===== config.mk =====
export PLATFORM = sky130hd
export DESIGN_NAME = wb_trace_fifo_flat
export DESIGN_NICKNAME = d
export VERILOG_FILES = /design/src/rtl/wb_trace_fifo_if.sv /design/src/rtl/wb_trace_fifo.sv /design/src/flat_wrapper.sv
export SDC_FILE = /design/constraint.sdc
export NUM_CORES = 1
export LEC_CHECK = 0
export ABC_AREA = 1
export BUFFER_PORTS_ARGS = -buffer_cell sky130_fd_sc_hd__buf_2
export CORE_ASPECT_RATIO = 1.2
export CORE_MARGIN = 3
export CORE_UTILIZATION = 51
export CTS_BUF_LIST = sky130_fd_sc_hd__clkbuf_8
export CTS_CLUSTER_SIZE = 12
export DETAILED_ROUTE_END_ITERATION = 10
export PLACE_DENSITY = 0.69
export RECOVER_POWER = 50
export SLEW_MARGIN = 0
export SYNTH_ARGS = -nofsm -noshare
export SYNTH_HDL_FRONTEND = slang
export SYNTH_SLANG_ARGS = --single-unit

===== constraint.sdc =====
create_clock -name clk -period 10.9 [get_ports clk]
set_input_delay 0.545 -clock clk [delete_from_list [all_inputs] [get_ports clk]]
set_output_delay 0.545 -clock clk [all_outputs]
set_load 0.01 [all_outputs]

===== src/rtl/wb_trace_fifo_if.sv =====
// Trace capture and readout signal bundle for the writeback trace buffer.
// The slave side is the FIFO itself. The master side is the core-capture
// logic plus the debug readout logic.
interface wb_trace_fifo_if #(
  parameter int AW = 3,
  parameter int DW = 32
);
  // capture side
  logic          trace_en;
  logic          cap_valid;
  logic [DW-1:0] pc_in;
  logic [DW-1:0] res_in;
  // readout side
  logic          out_valid;
  logic          out_ready;
  logic [DW-1:0] out_pc;
  logic [DW-1:0] out_res;
  // status / control
  logic [AW:0]   count;
  logic          full;
  logic          overflow;
  logic [7:0]    drop_cnt;
  logic          clr_ovf;

  modport slave (
    input  trace_en, cap_valid, pc_in, res_in, out_ready, clr_ovf,
    output out_valid, out_pc, out_res, count, full, overflow, drop_cnt
  );

  modport master (
    output trace_en, cap_valid, pc_in, res_in, out_ready, clr_ovf,
    input  out_valid, out_pc, out_res, count, full, overflow, drop_cnt
  );
endinterface


===== src/rtl/wb_trace_fifo.sv =====
// Writeback trace buffer: queues {pc, result} records from the core and drains them to debug readout.
// Latency: a record pushed in cycle N is presented (first-word-fall-through) in cycle N+1.
// Backpressure: none toward the core; records arriving while full without a pop are dropped and counted.
module wb_trace_fifo #(
  parameter int DEPTH = 8,
  parameter int AW    = 3,
  parameter int DW    = 32
) (
  input  logic           clk,
  input  logic           rst,
  wb_trace_fifo_if.slave bus
);

  localparam logic [AW:0] FULL_CNT = (AW+1)'(DEPTH);

  logic [2*DW-1:0] mem [DEPTH];
  logic [AW-1:0]   rd_ptr;
  logic [AW-1:0]   wr_ptr;
  logic [AW:0]     count_q;
  logic            overflow_q;
  logic [7:0]      drop_q;

  logic push_req;
  logic pop;
  logic push_ok;
  logic drop;

  // Handshake decode: a full FIFO still accepts a push when the head leaves on the same edge.
  always_comb begin
    push_req = bus.trace_en & bus.cap_valid;
    pop      = (count_q != '0) & bus.out_ready;
    push_ok  = push_req & ((count_q != FULL_CNT) | pop);
    drop     = push_req & ~push_ok;
  end

  // Record storage; left unreset because outputs are masked while empty.
  always_ff @(posedge clk) begin
    if (push_ok) begin
      mem[wr_ptr] <= {bus.pc_in, bus.res_in};
    end
  end

  // Pointers wrap naturally; occupancy lives in its own counter.
  always_ff @(posedge clk or posedge rst) begin
    if (rst) begin
      rd_ptr  <= '0;
      wr_ptr  <= '0;
      count_q <= '0;
    end else begin
      if (push_ok) wr_ptr <= wr_ptr + 1'b1;
      if (pop)     rd_ptr <= rd_ptr + 1'b1;
      case ({push_ok, pop})
        2'b10:   count_q <= count_q + 1'b1;
        2'b01:   count_q <= count_q - 1'b1;
        default: count_q <= count_q;
      endcase
    end
  end

  // Sticky overflow and saturating drop counter; a drop beats a simultaneous clear.
  always_ff @(posedge clk or posedge rst) begin
    if (rst) begin
      overflow_q <= 1'b0;
      drop_q     <= '0;
    end else if (drop) begin
      overflow_q <= 1'b1;
      if (bus.clr_ovf)          drop_q <= 8'd1;
      else if (drop_q != 8'hFF) drop_q <= drop_q + 8'd1;
    end else if (bus.clr_ovf) begin
      overflow_q <= 1'b0;
      drop_q     <= '0;
    end
  end

  assign bus.out_valid = (count_q != '0);
  assign bus.out_pc    = bus.out_valid ? mem[rd_ptr][2*DW-1:DW] : '0;
  assign bus.out_res   = bus.out_valid ? mem[rd_ptr][DW-1:0]    : '0;
  assign bus.count     = count_q;
  assign bus.full      = (count_q == FULL_CNT);
  assign bus.overflow  = overflow_q;
  assign bus.drop_cnt  = drop_q;

endmodule


===== src/flat_wrapper.sv =====
// flat-port wrapper written by rule: the top's interface ports become plain ports
module wb_trace_fifo_flat 
#(
  parameter int DEPTH = 8,
  parameter int AW    = 3,
  parameter int DW    = 32
)
  (clk, rst, bus_trace_en, bus_cap_valid, bus_pc_in, bus_res_in, bus_out_ready, bus_clr_ovf, bus_out_valid, bus_out_pc, bus_out_res, bus_count, bus_full, bus_overflow, bus_drop_cnt);
  wb_trace_fifo_if #(.AW(AW), .DW(DW)) bus_i ();
  input  logic clk;
  input  logic rst;
  input wire logic [$bits(bus_i.trace_en)-1:0] bus_trace_en;
  input wire logic [$bits(bus_i.cap_valid)-1:0] bus_cap_valid;
  input wire logic [$bits(bus_i.pc_in)-1:0] bus_pc_in;
  input wire logic [$bits(bus_i.res_in)-1:0] bus_res_in;
  input wire logic [$bits(bus_i.out_ready)-1:0] bus_out_ready;
  input wire logic [$bits(bus_i.clr_ovf)-1:0] bus_clr_ovf;
  output wire logic [$bits(bus_i.out_valid)-1:0] bus_out_valid;
  output wire logic [$bits(bus_i.out_pc)-1:0] bus_out_pc;
  output wire logic [$bits(bus_i.out_res)-1:0] bus_out_res;
  output wire logic [$bits(bus_i.count)-1:0] bus_count;
  output wire logic [$bits(bus_i.full)-1:0] bus_full;
  output wire logic [$bits(bus_i.overflow)-1:0] bus_overflow;
  output wire logic [$bits(bus_i.drop_cnt)-1:0] bus_drop_cnt;
  assign bus_i.trace_en = bus_trace_en;
  assign bus_i.cap_valid = bus_cap_valid;
  assign bus_i.pc_in = bus_pc_in;
  assign bus_i.res_in = bus_res_in;
  assign bus_i.out_ready = bus_out_ready;
  assign bus_i.clr_ovf = bus_clr_ovf;
  assign bus_out_valid = bus_i.out_valid;
  assign bus_out_pc = bus_i.out_pc;
  assign bus_out_res = bus_i.out_res;
  assign bus_count = bus_i.count;
  assign bus_full = bus_i.full;
  assign bus_overflow = bus_i.overflow;
  assign bus_drop_cnt = bus_i.drop_cnt;
  wb_trace_fifo #(.DEPTH(DEPTH), .AW(AW), .DW(DW)) u_core (.clk(clk), .rst(rst), .bus(bus_i));
endmodule

==> results of run 1 <==
[cell type report]
class	count	area [sq um]
fillers	3337	17200
diodes	4	10.0
flip-flops and latches	531	15900
multi-input cells	1072	4790
clock inverters	60	345
well taps	539	674
clock buffers	83	1140
repair buffers	164	777
inverters	26	104
[worst max-delay path, stage by stage (launching register included)]
cell,delay [ps]
dfrtp_4,630
inv_6,900
buf_4,870
o21ai_0,190
o21ai_0,110
o21ai_0,90
nor2_1,240
buf_2,180
[sequential cells by signal (all words and copies together) (netlist names)]
| register | count |
|---|---|
| u_core.wr_ptr | 3 |
| u_core.mem | 512 |
| u_core.rd_ptr | 3 |
| u_core.bus.count | 4 |
| u_core.bus.overflow | 1 |
| u_core.bus.drop_cnt | 8 |
[per-layer routing]
layer	vias to the layer above	wire, um	track usage
met5	-	23	0
met1	6746	19700	0.276
met4	4	976	0.0724
met2	411	24200	0.373
li1	6444	-	-
met3	71	2930	0.0397
[cells in the final DEF, fill, tap and decap left out, types with 7 or more instances in the layout]
cell	n
buf_2	71
buf_4	15
clkbuf_1	77
clkbuf_8	83
clkinv_1	18
clkinv_2	14
dfrtp_1	16
edfxtp_1	512
inv_1	45
nand2_1	54
nand3_1	12
nand4_1	8
nor2_1	520
nor2_4	7
o21ai_0	315
o21ai_1	137
[power by group]
group | leakage, uW | total, uW | switching, uW | internal [uW]
Clock | 0.000846 | 1520 | 740 | 783
Sequential | 0.00487 | 2490 | 102 | 2390
Combinational | 0.00238 | 2040 | 1410 | 639
[worst paths after layout]
check                                                startpoint                                  to  slack [ps]  depth (start not counted)
worst min-delay path                                        rst     u_core.bus.overflow$_DFFE_PP0P_          60                          2
worst max register to register  u_core.bus.count[1]$_DFFE_PP0P_         u_core.mem[0][41]$_DFFE_PP_        7080                          6
min in group clk                                    bus_clr_ovf  u_core.bus.drop_cnt[0]$_DFFE_PP0P_         230                          3
max in group asynchronous                                   rst        u_core.rd_ptr[0]$_DFFE_PP0P_       10270                          2
worst min register to register  u_core.bus.overflow$_DFFE_PP0P_     u_core.bus.overflow$_DFFE_PP0P_         480                          2
worst max-delay path               u_core.rd_ptr[0]$_DFFE_PP0P_                      bus_out_pc[11]        6380                          7
[cell usage after synthesis (3+ instances only)]
cell type	number	area, sq um
buf_4	9	67.6
clkbuf_1	57	214
edfxtp_1	512	15400
nand2_1	54	203
xor2_1	5	43.8
dfrtp_1	19	475
buf_12	3	60.1
o21ai_1	138	691
nand3_1	12	60.1
inv_1	25	93.8
nand4_1	8	50.1
buf_2	25	125
nor2_1	527	1980
buf_8	3	45.0
buf_1	6	22.5
ha_1	5	62.6
o21ai_0	314	1570
[logic make-up after synthesis]
kind of cell    count (synthesis)  synth area share
fa+ha+maj                       6           0.00389
xor+xnor                        6           0.00247
compound gates                457             0.108
flops                         531             0.746
buf+inv                       132            0.0310
simple gates                  603             0.108
[stage by stage]
| step | total power [uW] | hold WS [ps] |
|---|---|---|
| finish | 6060 | 61.0 |
| global route | 6470 | 128 |
| CTS | 6130 | 60.1 |
| detailed placement | 4600 | 467 |
| global placement | 4550 | 462 |
| floorplan | 3940 | 492 |
==> impl_metrics.tcl, run 1 <==
set metrics [dict create \
    status "complete, but fails checks" \
    violations "capacitance limit, slew limit" \
    htreeDepth 3 \
    cts_buffer_depth 3 \
    synth_seq_area_share 0.746 \
    ys.flop_type "edfxtp_1" \
    start_kind "flip-flop" \
    postRouteAntennaNets 0 \
    cts_root_buf "clkbuf_8" \
    hold_violations 0 \
    drt_pass1_iterations 5 \
    p_leak_uw 0.00809 \
    drt_iter0_drc 973 \
    synthesis.nets 1811 \
    grt_pass1_wl_mm 74.0 \
    max_freq_ghz 0.221 \
    wl_per_cell_um 19.3 \
    crit_arrival_ps 3980 \
    endpoint_kind "output pin" \
    slew_headroom -0.180 \
    async_flop_share 0.0358 \
    place_area_sq_um 22300 \
    drv_slew 15 \
    gp_congestion 0.762 \
    post_cts_buffers 0 \
    final_layout_size_suffix_gt1_frac 0.105 \
    post-route-util 0.579 \
    core_area_sq_um 40900 \
    first_global_vias 13448 \
    num_vias 13676 \
    fin_nets 1952 \
    final.min_clock_period_ps 4520 \
    post_cts_resized 0 \
    postSynthAreaPerCell_sq_um 12.2 \
    syn_area_sq_um 21200 \
    fin_setup_tns_ps 0 \
    start_util 0.519 \
    gr-total-overflow 0 \
    wl_mm 47.8 \
    dieArea_sq_um 44200 \
    required_ps 10360 \
    clock-sinks 531 \
    antenna_found_initial 5 \
    cts_buffers 81 \
    drc 0 \
    drv_cap 1 \
    path_class "flip-flop to output pin" \
    yosysWarnings 0 \
    die_h_um 230 \
    synth-seq-cells 531 \
    vdd_drop_max_uv 463 \
    synth_edf_count 512 \
    synthCells 1735 \
    fp.dieW_um 192 \
    postLayoutSetupSlackWorst_ps 6380 \
    num_rows 81 \
    setup_violations 0 \
    insertion_delay_ps 630 \
    dpl.cell_count 2332 \
    rsz0062_at_grt "false" \
    post-route-period-util 0.415 \
    powerDensity_nw_per_um2 256 \
    post-place-ws_ps 7040 \
    dp_hpwl_mm 24.0 \
    yosysUniqueCellTypes 28 \
    grt_max_degree 228 \
    post_drt_via_cell_ratio 5.52 \
    postCtsHoldBufs 0 \
    worst_slew_pin_slew_ps 1760 \
    area_growth_pct 11.6 \
    finClkSkew_ps 27.0 \
    fin_area_sq_um 23700 \
    grt_util_all_layers 0.217 \
    fin_cells 2479 \
    critPathMaxFanout 164 \
    ios 149 \
    cts_tree "yes" \
    numPortBuffers 148 \
    clk_pin_slew_ps 60 \
    min_path_type "primary input to async pin" \
]
No activity file was read; power rests on OpenSTA's default activity.
==> inputs of run 2 (changes only) <==
Settings changed: PLACE_DENSITY 0.69 to 0.72.
Clock period 10.9 ns to 3.7 ns, I/O delays scaled along.
==> run 2 against run 1 <==
  * The flow now finishes without violations
  * Clock skew is 11 ps lower
  * First-iteration DRC count is 6.5% higher
  * Worst hold slack better by 34 ps
  * Register-to-register slack worse by 6600 ps
  * Largest power group unchanged
==> impl_metrics.tcl, run 2 (synthesized netlist as in run 1, its figures left out) <==
set metrics [dict create \
    numPortBuffers 148 \
    critPathMaxFanout 24 \
    cts_tree "yes" \
    hold_ws_ps 94.9 \
    cp_slowest_cell "dlymetal6s2s_1" \
    final.min_clock_period_ps 3230 \
    grt_pass1_wl_mm 73.1 \
    postRouteAntennaNets 0 \
    crit_arrival_ps 3430 \
    clk_pin_slew_ps 60 \
    postCtsHoldBufs 68 \
    fin_cells 2561 \
    sw_frac_of_total 0.369 \
    post_cts_buffers 0 \
    post_cts_resized 0 \
    drv_cap 0 \
    num_vias 13916 \
    gr-total-overflow 0 \
    clock-sinks 531 \
    clkPwrFrac 0.241 \
    status "finished, final reports clean" \
    path_class "flip-flop to flip-flop" \
    dp_hpwl_mm 24.9 \
    ios 149 \
    final_cell_mix "nor2_1 (520), edfxtp_1 (512), o21ai_0 (315), o21ai_1 (137), clkbuf_8 (83)" \
    pwr-share-comb 0.350 \
    fin_nets 2034 \
    layout_commonest_cell "nor2_1" \
    first_global_vias 13745 \
    worst_r2r_startpoint "u_core.bus.count[1]$_DFFE_PP0P_" \
    worst_slew_pin_slew_ps 1310 \
    reg2reg_to "u_core.mem[4][15]$_DFFE_PP_" \
    start_util 0.519 \
    ff_latch_area_sq_um 15900 \
    start_kind "flip-flop" \
    setup_violations 0 \
    p_leak_uw 0.00847 \
    hold_violations 0 \
    grt_max_degree 258 \
    num_rows 81 \
    drt_pass1_iterations 5 \
    drv_slew 0 \
    cts_buffers 81 \
    dpl.cell_count 2346 \
    area_growth_pct 15.6 \
    largest_reg_flops 512 \
    net-switching-power_uw 6570 \
    multiInputGateArea_sq_um 4790 \
    p_seq_frac 0.408 \
    grt_util_all_layers 0.210 \
    wl_mm 46.6 \
    post-route-period-util 0.872 \
    slew_headroom 0.123 \
    cts_buffer_depth 3 \
    max_freq_ghz 0.310 \
    rr_worst_depth 6 \
    required_ps 3910 \
    path_cells "nor2_1 -> nand4_1 -> nand2_1 -> or2_0 -> nor2_1 -> dlymetal6s2s_1" \
    wl_per_cell_um 18.2 \
    fillers 3254 \
    p_int_uw 11200 \
    setup.worst_path.end "u_core.mem[4][15]$_DFFE_PP_" \
    path_common_cell "nor2_1" \
    dieArea_sq_um 44200 \
    r2r_setup_slack_ps 470 \
    min_path_type "primary input to flip-flop" \
    cts_root_buf "clkbuf_8" \
    slowest_delay_ps 1070 \
    core_area_sq_um 40900 \
    vdd_drop_max_uv 792 \
    finClkSkew_ps 15.8 \
    insertion_delay_ps 610 \
    drt_iter0_drc 1036 \
    crit_start "u_core.bus.count[1]$_DFFE_PP0P_" \
    final_layout_size_suffix_gt1_frac 0.103 \
    fp.dieW_um 192 \
    powerDensity_nw_per_um2 724 \
    gp_congestion 0.768 \
    antenna_found_initial 4 \
    drc 0 \
    die_h_um 230 \
    endpoint_kind "flip-flop" \
    post_drt_via_cell_ratio 5.43 \
    htreeDepth 3 \
    regMostFlops "u_core.mem" \
    rsz0062_at_grt "false" \
]
==> run 2: worst max-delay path, delay by kind of cell, from the launching register on <==
family / cells / cell delay (ps)
buf+inv: 1 / 1070
simple gates: 5 / 1320
flops: 1 / 430
==> run 2: final cells by class <==
class                           count  share of cell area
Antenna cell                        3            0.000306
Clock buffer                       83              0.0465
Clock inverter                     61              0.0117
Inverter                           26             0.00418
Multi-Input combinational cell   1072               0.195
Sequential cell                   531               0.645
Tap cell                          539              0.0274
Timing Repair Buffer              246              0.0694
==> run 2: per-layer routing <==
metal	up-vias	share of wire	track usage
li1	6615	-	-
met1	6788	0.42	0.275
met2	428	0.50	0.353
met3	81	0.058	0.0393
met4	4	0.022	0.0738
met5	-	0.00045	0
==> run 2: power groups by stage <==
stage	Sequential, uW	Combinational [uW]	Clock [uW]
CTS	7250	6340	4410
detailed placement	7380	6260	0
global placement	7360	6130	0
global route	7290	7030	4680
floorplan	7290	4300	0
finish	7260	6230	4290
==> run 2: metrics by stage <==
| step | area (sq um) | setup WS (ps) | power, uW | setup TNS [ps] | util |
|---|---|---|---|---|---|
| after floorplan | 21300 | -472 | 11600 | -120960 | - |
| after global placement | 22600 | 1250 | 13500 | 0 | 0.551 |
| after detailed placement | 22600 | 1210 | 13600 | 0 | 0.551 |
| after CTS | 24700 | 532 | 18000 | 0 | 0.603 |
| after global routing | 24600 | 277 | 19000 | 0 | 0.600 |
| final | 24600 | 472 | 17800 | 0 | 0.600 |
==> run 2: worst min path at each step <==
| stage | to | slack [ps] | from | cells after the start |
|---|---|---|---|---|
| detailed placement | u_core.bus.overflow$_DFFE_PP0P_ | 390 | rst | 2 |
| global route | u_core.wr_ptr[0]$_DFFE_PP0P_ | 140 | bus_cap_valid | 6 |
| CTS | u_core.wr_ptr[0]$_DFFE_PP0P_ | 50 | bus_cap_valid | 6 |
| floorplan | u_core.bus.count[0]$_DFFE_PP0P_ | 140 | rst | 1 |
| global placement | u_core.bus.count[1]$_DFFE_PP0P_ | 390 | rst | 2 |
| finish | u_core.wr_ptr[0]$_DFFE_PP0P_ | 90 | bus_cap_valid | 6 |
